### src/rtl/seq_detect_param.sv
// seq_detect_param: runtime-programmable serial pattern detector.
// A PAT_W-bit pattern (MSB received first) is compared against the last
// PAT_W-1 accepted bits plus the bit currently on 'in'. The Mealy output
// 'out' fires in the completing cycle, 'out_q' is its registered copy, and
// 'match_cnt' is a saturating count of matches since reset or pattern load.
module seq_detect_param #(
  parameter int unsigned        PAT_W   = 4,
  parameter logic [PAT_W-1:0]   PATTERN = 4'b1001,
  parameter bit                 OVERLAP = 1'b1,
  parameter int unsigned        CNT_W   = 8
) (
  input  logic             clk,
  input  logic             rst,
  input  logic             in,
  input  logic             en,
  input  logic             pat_load,
  input  logic [PAT_W-1:0] pat_in,
  output logic             out,
  output logic             out_q,
  output logic [CNT_W-1:0] match_cnt
);

  // Fill counter only needs to reach PAT_W-1; keep at least one bit.
  localparam int unsigned      FILL_W    = (PAT_W > 2) ? $clog2(PAT_W) : 1;
  localparam logic [FILL_W-1:0] FILL_FULL = FILL_W'(PAT_W - 1);
  localparam logic [CNT_W-1:0]  CNT_MAX   = {CNT_W{1'b1}};

  // Saturating increment for the match counter: never wraps to zero.
  function automatic logic [CNT_W-1:0] sat_inc(input logic [CNT_W-1:0] value);
    if (value == CNT_MAX) begin
      return value;
    end else begin
      return value + CNT_W'(1);
    end
  endfunction

  // History fill level grows by one per accepted bit and sticks at full.
  function automatic logic [FILL_W-1:0] fill_inc(input logic [FILL_W-1:0] value);
    if (value == FILL_FULL) begin
      return value;
    end else begin
      return value + FILL_W'(1);
    end
  endfunction

  // Registered state
  logic [PAT_W-1:0] pat_r;
  logic [PAT_W-2:0] hist_r;
  logic [FILL_W-1:0] fill_r;
  logic             out_q_r;
  logic [CNT_W-1:0] match_cnt_r;

  // Combinational helpers
  logic [PAT_W-1:0] window_s;
  logic             full_s;
  logic             hit_s;
  logic             out_s;
  logic [PAT_W-1:0] pat_nxt_s;
  logic [PAT_W-2:0] hist_nxt_s;
  logic [FILL_W-1:0] fill_nxt_s;
  logic [CNT_W-1:0] cnt_nxt_s;

  // Mealy match: full history plus the live bit equals the stored pattern.
  // Reset and load both suppress the output and discard the live bit.
  always_comb begin
    window_s = {hist_r, in};
    full_s   = (fill_r == FILL_FULL);
    hit_s    = (window_s == pat_r);
    if (rst || pat_load || !en) begin
      out_s = 1'b0;
    end else begin
      out_s = full_s & hit_s;
    end
  end

  // Next-state for pattern, history and fill; load wins over data.
  always_comb begin
    pat_nxt_s  = pat_r;
    hist_nxt_s = hist_r;
    fill_nxt_s = fill_r;
    if (pat_load) begin
      pat_nxt_s  = pat_in;
      hist_nxt_s = {(PAT_W-1){1'b0}};
      fill_nxt_s = {FILL_W{1'b0}};
    end else if (en) begin
      if (out_s && (OVERLAP == 1'b0)) begin
        // Non-overlapping mode: a match consumes the whole window.
        hist_nxt_s = {(PAT_W-1){1'b0}};
        fill_nxt_s = {FILL_W{1'b0}};
      end else begin
        hist_nxt_s = window_s[PAT_W-2:0];
        fill_nxt_s = fill_inc(fill_r);
      end
    end else begin
      hist_nxt_s = hist_r;
      fill_nxt_s = fill_r;
    end
  end

  // Next-state for the saturating match counter; load clears it.
  always_comb begin
    cnt_nxt_s = match_cnt_r;
    if (pat_load) begin
      cnt_nxt_s = {CNT_W{1'b0}};
    end else if (out_s) begin
      cnt_nxt_s = sat_inc(match_cnt_r);
    end else begin
      cnt_nxt_s = match_cnt_r;
    end
  end

  // State update with synchronous reset taking priority over everything.
  always_ff @(posedge clk) begin
    if (rst) begin
      pat_r       <= PATTERN;
      hist_r      <= {(PAT_W-1){1'b0}};
      fill_r      <= {FILL_W{1'b0}};
      out_q_r     <= 1'b0;
      match_cnt_r <= {CNT_W{1'b0}};
    end else begin
      pat_r       <= pat_nxt_s;
      hist_r      <= hist_nxt_s;
      fill_r      <= fill_nxt_s;
      out_q_r     <= out_s;
      match_cnt_r <= cnt_nxt_s;
    end
  end

  assign out       = out_s;
  assign out_q     = out_q_r;
  assign match_cnt = match_cnt_r;

endmodule

### config.mk
export PLATFORM = sky130hd
export DESIGN_NAME = seq_detect_param
export DESIGN_NICKNAME = d
export VERILOG_FILES = /design/src/rtl/seq_detect_param.sv
export SDC_FILE = /design/constraint.sdc
export NUM_CORES = 1
export LEC_CHECK = 0
export ABC_AREA = 1
export CAP_MARGIN = 20
export CORE_UTILIZATION = 65
export DETAILED_ROUTE_END_ITERATION = 10
export DONT_BUFFER_PORTS = 1
export GPL_ROUTABILITY_DRIVEN = 0
export HOLD_SLACK_MARGIN = 0.08
export PLACE_DENSITY = 0.81
export SLEW_MARGIN = 30
export SYNTH_ARGS = -nofsm -noshare
export SYNTH_HDL_FRONTEND = slang
export SYNTH_SLANG_ARGS = --single-unit
export TNS_END_PERCENT = 50
### constraint.sdc
create_clock -name clk -period 4.7 [get_ports clk]
set_clock_uncertainty 0.2 [all_clocks]
set_input_delay 0.47 -clock clk [delete_from_list [all_inputs] [get_ports clk]]
set_output_delay 0.47 -clock clk [all_outputs]
set_load 0.02 [all_outputs]
-- Word-level counts from Yosys, hierarchy flattened
Cells that the tools add are included.
- register bits after elaboration: 18
- input bits: 9
- logic and storage cells: 20
- add/sub/neg operators: 2
- equality and inequality tests: 3
- muxes and demuxes: 1
- bitwise logic cells: 3
- reductions and logical operators: 6
- operators with widths (kind ; count):
    adder 8 x 1 -> 8 bit, second input constant ; 1
    equality test 8 bit, second input constant ; 1
    equality test 4 bit ; 1
    AND reduction 2 bit ; 2
    adder 2 x 1 -> 2 bit, second input constant ; 1
    equality test 2 bit, second input constant ; 1
    logical OR 1 bit ; 2
    inverter 1 bit ; 2
    OR reduction 2 bit ; 1
    bitwise AND 1 bit ; 1
    logical NOT 1 bit ; 1
    2-to-1 mux 1 bit ; 1

-- Longest topological paths before layout
- depth in word-level cells: 4
- mapped depth: 9

-- Worst setup path after synthesis
Ideal clock, no wire load.
- kind: input-to-output
- start: input en
- end: output out
- arrival: 1.160 ns
- data required time: 4.030 ns
- path slack: 2.870 ns
- stages: 5
- path buffers: 1
- path through: buf_2 -> nand2_1 -> a21oi_1 -> nand3_4 -> inv_1
- word-level cells in the longest chain between the ends: 3
- RTL lines (item ; RTL line ; RTL):
    start, declared ; 15 ; input logic en,
    logical NOT 1 bit ; 69 ; if (rst || pat_load || !en) begin
    logical OR 1 bit ; 69 ;
    2-to-1 mux 1 bit ; 69 ;
    end, declared ; 18 ; output logic out,
No other way between the ends.

-- Final worst setup path
- start: input pat_load
- end: output out
- word-level cells in the longest chain between the ends: 3
- RTL lines (item ; RTL line ; RTL):
    start, declared ; 16 ; input logic pat_load,
    logical OR 1 bit (2 in series) ; 69 ;
    2-to-1 mux 1 bit ; 69 ;
No other way between the ends.

==> results.md <==
Status:
- The run finished with clean final reports.

Placement:
- Before CTS, the worst setup slack after placement is approximately 2.6 ns.
- Detailed placement ended at an HPWL of between 1 and 1.5 mm.
- The number of port buffers is 0.

Power:
- The fraction of power spent switching nets is 24.7%.
- The static leakage is 0.000478 uW.
- The worst-case IR drop observed on VDD is approximately 0.23 mV.
- Combinational logic is responsible for just under 9% of the overall power.
- In this run the power density over the cells is ~270 nW/um2.
- Sequential cells account for a little under three fifths of the total power.
- The switching power is approximately 70 uW.
- The internal power contribution is 213 uW.
- The total design power is 283 uW.
- The clock power share is a little over a third.

Critical path:
- Traced cell by cell, the critical path runs through nor2_2 > nand2_1 > nor2_2 > nand3_4 > inv_1.
- The worst setup path is captured at an output pin.
- The worst path arrival time is approximately 1.4 ns.
- In this run the critical register-to-register path is launched from match_cnt[0].
- The required time reported for the critical path endpoint is around 4.0 ns.
- Tracing the worst setup path back leads to its startpoint at pat_load.
- The cell family contributing the most delay on the critical path is simple AND/OR/NAND/NOR gates.
- The largest single stage delay on the critical path is roughly 0.38 ns.
- The startpoint kind of the worst setup timing path is an input port.
- The critical path is of the in2out type.
- Counting both buffers and inverters, the worst setup path holds a total of 1.
- The cell that appears most often on the critical path is sky130_fd_sc_hd__nor2_2.
- Among all stages on the critical path, the largest delay is contributed by sky130_fd_sc_hd__nor2_2.
- The maximum fanout count along the critical path is 13.

Synth:
- The net count after synthesis is around 160.
- The number of library cell types mapped by synthesis is 22.
- Yosys mapped a number of flops with a built-in enable equal to 0.
- The count of mapped cells out of synthesis is approximately 150.
- Sorting the synthesized cells by area gives the leading types as sky130_fd_sc_hd__dfxtp_1, sky130_fd_sc_hd__nand2_1, sky130_fd_sc_hd__nor2_1.
- The area share of the largest cell type after synthesis is ~37%.
- The yosys synthesis warning count is 0.
- The portion of the post-synthesis area used by sequential elements is between 30% and 40%.
- The share of async-settable or async-resettable flops after synthesis is 0%.
- sky130_fd_sc_hd__dfxtp_1 takes more of the synthesized area than any other cell.
- A synthesized cell averages between 6 and 7 um2.
- The synthesized design contains 18 register bits.
- The most used flip-flop cell after synthesis is sky130_fd_sc_hd__dfxtp_1.
- The netlist area before placement is 983 um2.

Global route:
- Summed over all layers, the global routing overflow is 0.
- The first global-routing pass estimated between 2 and 3 mm of wire.
- Entering global routing, the biggest net connects 14 pins.
- The via count of the first global-routing pass came to 795.
- Global routing used between 20 and 30% of the available tracks.
- The number of antenna violations at the first check in global routing is 0.

Clock tree:
- After clock tree synthesis, the clock-pin slew on the worst setup and hold paths is around 0.11 ns.
- CTS built an H-tree with a depth of 1.
- The root buffer cell chosen for the clock tree is sky130_fd_sc_hd__clkbuf_4.
- TritonCTS built the clock tree.
- The clock network latency to the later pin of the worst-skew pair is 0.30 ns.
- After clock tree synthesis, the repair step resized 0 gates.
- The number of buffers added by the clock tree synthesis step is 3.
- The TritonCTS sink count is 18.
- The maximum count of clock buffers along a single path is 2.

Timing:
- The worst path in the final design needs a cycle of ~2.1 ns, including I/O delays and setup.
- Hold timing on the final database bottoms out at a slack of 0.0926 ns.
- Setup repair after global routing left no endpoint under its margin.
- The final count of pins violating max slew is 0.
- The setup TNS is 0 ns.
- Based on the critical path, the design can be clocked at up to roughly 470 MHz.
- The total setup violations reported at the end of the flow is 0.
- Once routing completed, OpenROAD measured the worst setup slack at roughly 2.6 ns.
- The count of final hold-check violations is 0.
- For the pin with the worst max-slew slack, the measured transition is 0.484 ns.
- The fraction of the cycle the final worst path needs is approximately 45%.
- The relative slew slack is 67.7%.

Routing:
- In the routed design, unresolved DRC markers number 0.
- The average vias per placed instance is ~5.6.
- The first detailed-routing pass ran for 4 iterations.
- The detail route stage leaves a number of antenna-violating nets equal to 0.
- Detailed routing inserted a total of around 940 vias.
- After detailed routing, the average wire length per cell comes to 12.3 um.
- The overall routed net length is ~2.1 mm.
- The first routing iteration left 27 violations.

Die:
- Row generation in the floorplan step produced 13 rows.
- The width of the die is 40.9 um.
- The effective utilization at floorplan is about 73%.
- 19 I/O pins were placed.
- The floorplan die height is ~40 um.
- The core region is ~1400 um2.
- The area enclosed by the die boundary is between 1500 and 2000 um2.

Final layout:
- The share of cells above drive strength 1 is between 10% and 20%.
- The synthesis-to-layout area growth is 8.65%.
- The number of antenna cells inserted is 0.
- After filler insertion, the fill cell instance count of the layout stands at a little under 100.
- After the last flow step, the layout net total stands at 165.

Hold path:
- The class of the tightest hold or removal check is in2reg.
- In this run the most critical hold path is launched from pat_in[1].

Job:
- The max capacitance violation total is 0.
-- metal layers --
layer  vias up  GRT usage [%]  wire length, um
li1        483              -                -
met1       425           28.0              932
met2        24           52.7             1010
met3         7           5.43               81
met4         0           10.0               42
met5         -              0                0
-- area by class of cell --
type / instances / area (um2) / share of cell area [%]
multi-input combinational: 104 / 527 / 49.3
tap: 15 / 18.8 / 1.76
inverter: 23 / 86.3 / 8.08
sequential: 18 / 360 / 33.7
timing repair buffer: 4 / 40.0 / 3.75
clock buffer: 4 / 36.3 / 3.40
-- cells by family (layout without fill, tap and decap cells) --
kind of cell	Yosys count	in the layout	share of synthesized area, %
flops	18	18	36.6
fa+ha+maj	2	2	2.54
compound gates	23	23	12.1
xor+xnor	2	2	1.78
buf+inv	25	31	9.80
simple gates	77	77	37.2
-- power by group through the flow --
stage / Combinational, uW / Clock, uW / Sequential, uW
finish: 24.9 / 98.7 / 160
global route: 28.0 / 103 / 160
CTS: 24.0 / 97.5 / 159
detailed placement: 20.8 / 0 / 163
global placement: 20.0 / 0 / 163
floorplan: 18.5 / 0 / 162
-- cell usage in the layout, fill, tap and decap left out --
cell type                        n
sky130_fd_sc_hd__nand3_2         1
sky130_fd_sc_hd__nor2_4          2
sky130_fd_sc_hd__nand2_1        35
sky130_fd_sc_hd__inv_1          19
sky130_fd_sc_hd__clkbuf_4        3
sky130_fd_sc_hd__nor2_2          4
sky130_fd_sc_hd__xor2_1          1
sky130_fd_sc_hd__a21oi_1         9
sky130_fd_sc_hd__o21ai_1         1
sky130_fd_sc_hd__dlygate4sd3_1   4
sky130_fd_sc_hd__nor2_1         22
sky130_fd_sc_hd__xnor2_1         1
sky130_fd_sc_hd__o21ai_0        11
sky130_fd_sc_hd__nand4_1         7
sky130_fd_sc_hd__a31oi_1         1
sky130_fd_sc_hd__o21bai_1        1
sky130_fd_sc_hd__ha_1            2
sky130_fd_sc_hd__clkbuf_8        1
sky130_fd_sc_hd__nand3_1         4
sky130_fd_sc_hd__inv_2           3
sky130_fd_sc_hd__dfxtp_1        18
sky130_fd_sc_hd__nand3_4         1
sky130_fd_sc_hd__nand4_2         1
sky130_fd_sc_hd__clkinv_1        1
-- worst reg2reg max path, cell delays in order (launching register included) --
cell                       delay [ns]
sky130_fd_sc_hd__dfxtp_1         0.56
sky130_fd_sc_hd__ha_1            0.25
sky130_fd_sc_hd__nand2_1         0.11
sky130_fd_sc_hd__inv_2           0.12
sky130_fd_sc_hd__nand4_2         0.24
sky130_fd_sc_hd__clkinv_1        0.15
sky130_fd_sc_hd__nor2_4          0.06
sky130_fd_sc_hd__nor2_1          0.08
sky130_fd_sc_hd__nor2_1          0.05
-- what timing repair did --
action / 4_1_cts / 5_1_grt
hold buffers: 4 / 0
setup buffers: 0 / 0
hold endpoints to repair: 5 / 0
-- final timing paths --
check | depth (start not counted) | endpoint | slack (ns)
setup / recovery | 5 | out | 2.59
hold / removal | 2 | pat_r[1] | 0.09
setup reg to reg | 8 | match_cnt[4] | 2.79
hold reg to reg | 2 | pat_r[2] | 0.29
-- sequential cells by signal, indices dropped and copies added, names as in the netlist --
name	flops
pat_r	4
match_cnt	8
out_q	1
fill_r	2
hist_r	3
-- Yosys cell counts, types with 2 or more instances --
master	count
sky130_fd_sc_hd__nand2_1	35
sky130_fd_sc_hd__buf_2	2
sky130_fd_sc_hd__o21ai_0	11
sky130_fd_sc_hd__nor2_2	4
sky130_fd_sc_hd__dfxtp_1	18
sky130_fd_sc_hd__nand3_1	4
sky130_fd_sc_hd__inv_1	19
sky130_fd_sc_hd__nand4_1	7
sky130_fd_sc_hd__nor2_1	22
sky130_fd_sc_hd__nor2_4	2
sky130_fd_sc_hd__ha_1	2
sky130_fd_sc_hd__inv_2	3
sky130_fd_sc_hd__a21oi_1	9
-- per-stage QoR --
stage | util [%] | instance area (um2) | instances
after floorplan | - | 983 | 147
after global placement | 73.5 | 992 | 160
after detailed placement | 73.5 | 992 | 160
after CTS | 79.1 | 1070 | 168
after global routing | 79.1 | 1070 | 168
final | 79.1 | 1070 | 168
(Power assumes the default switching activity.)
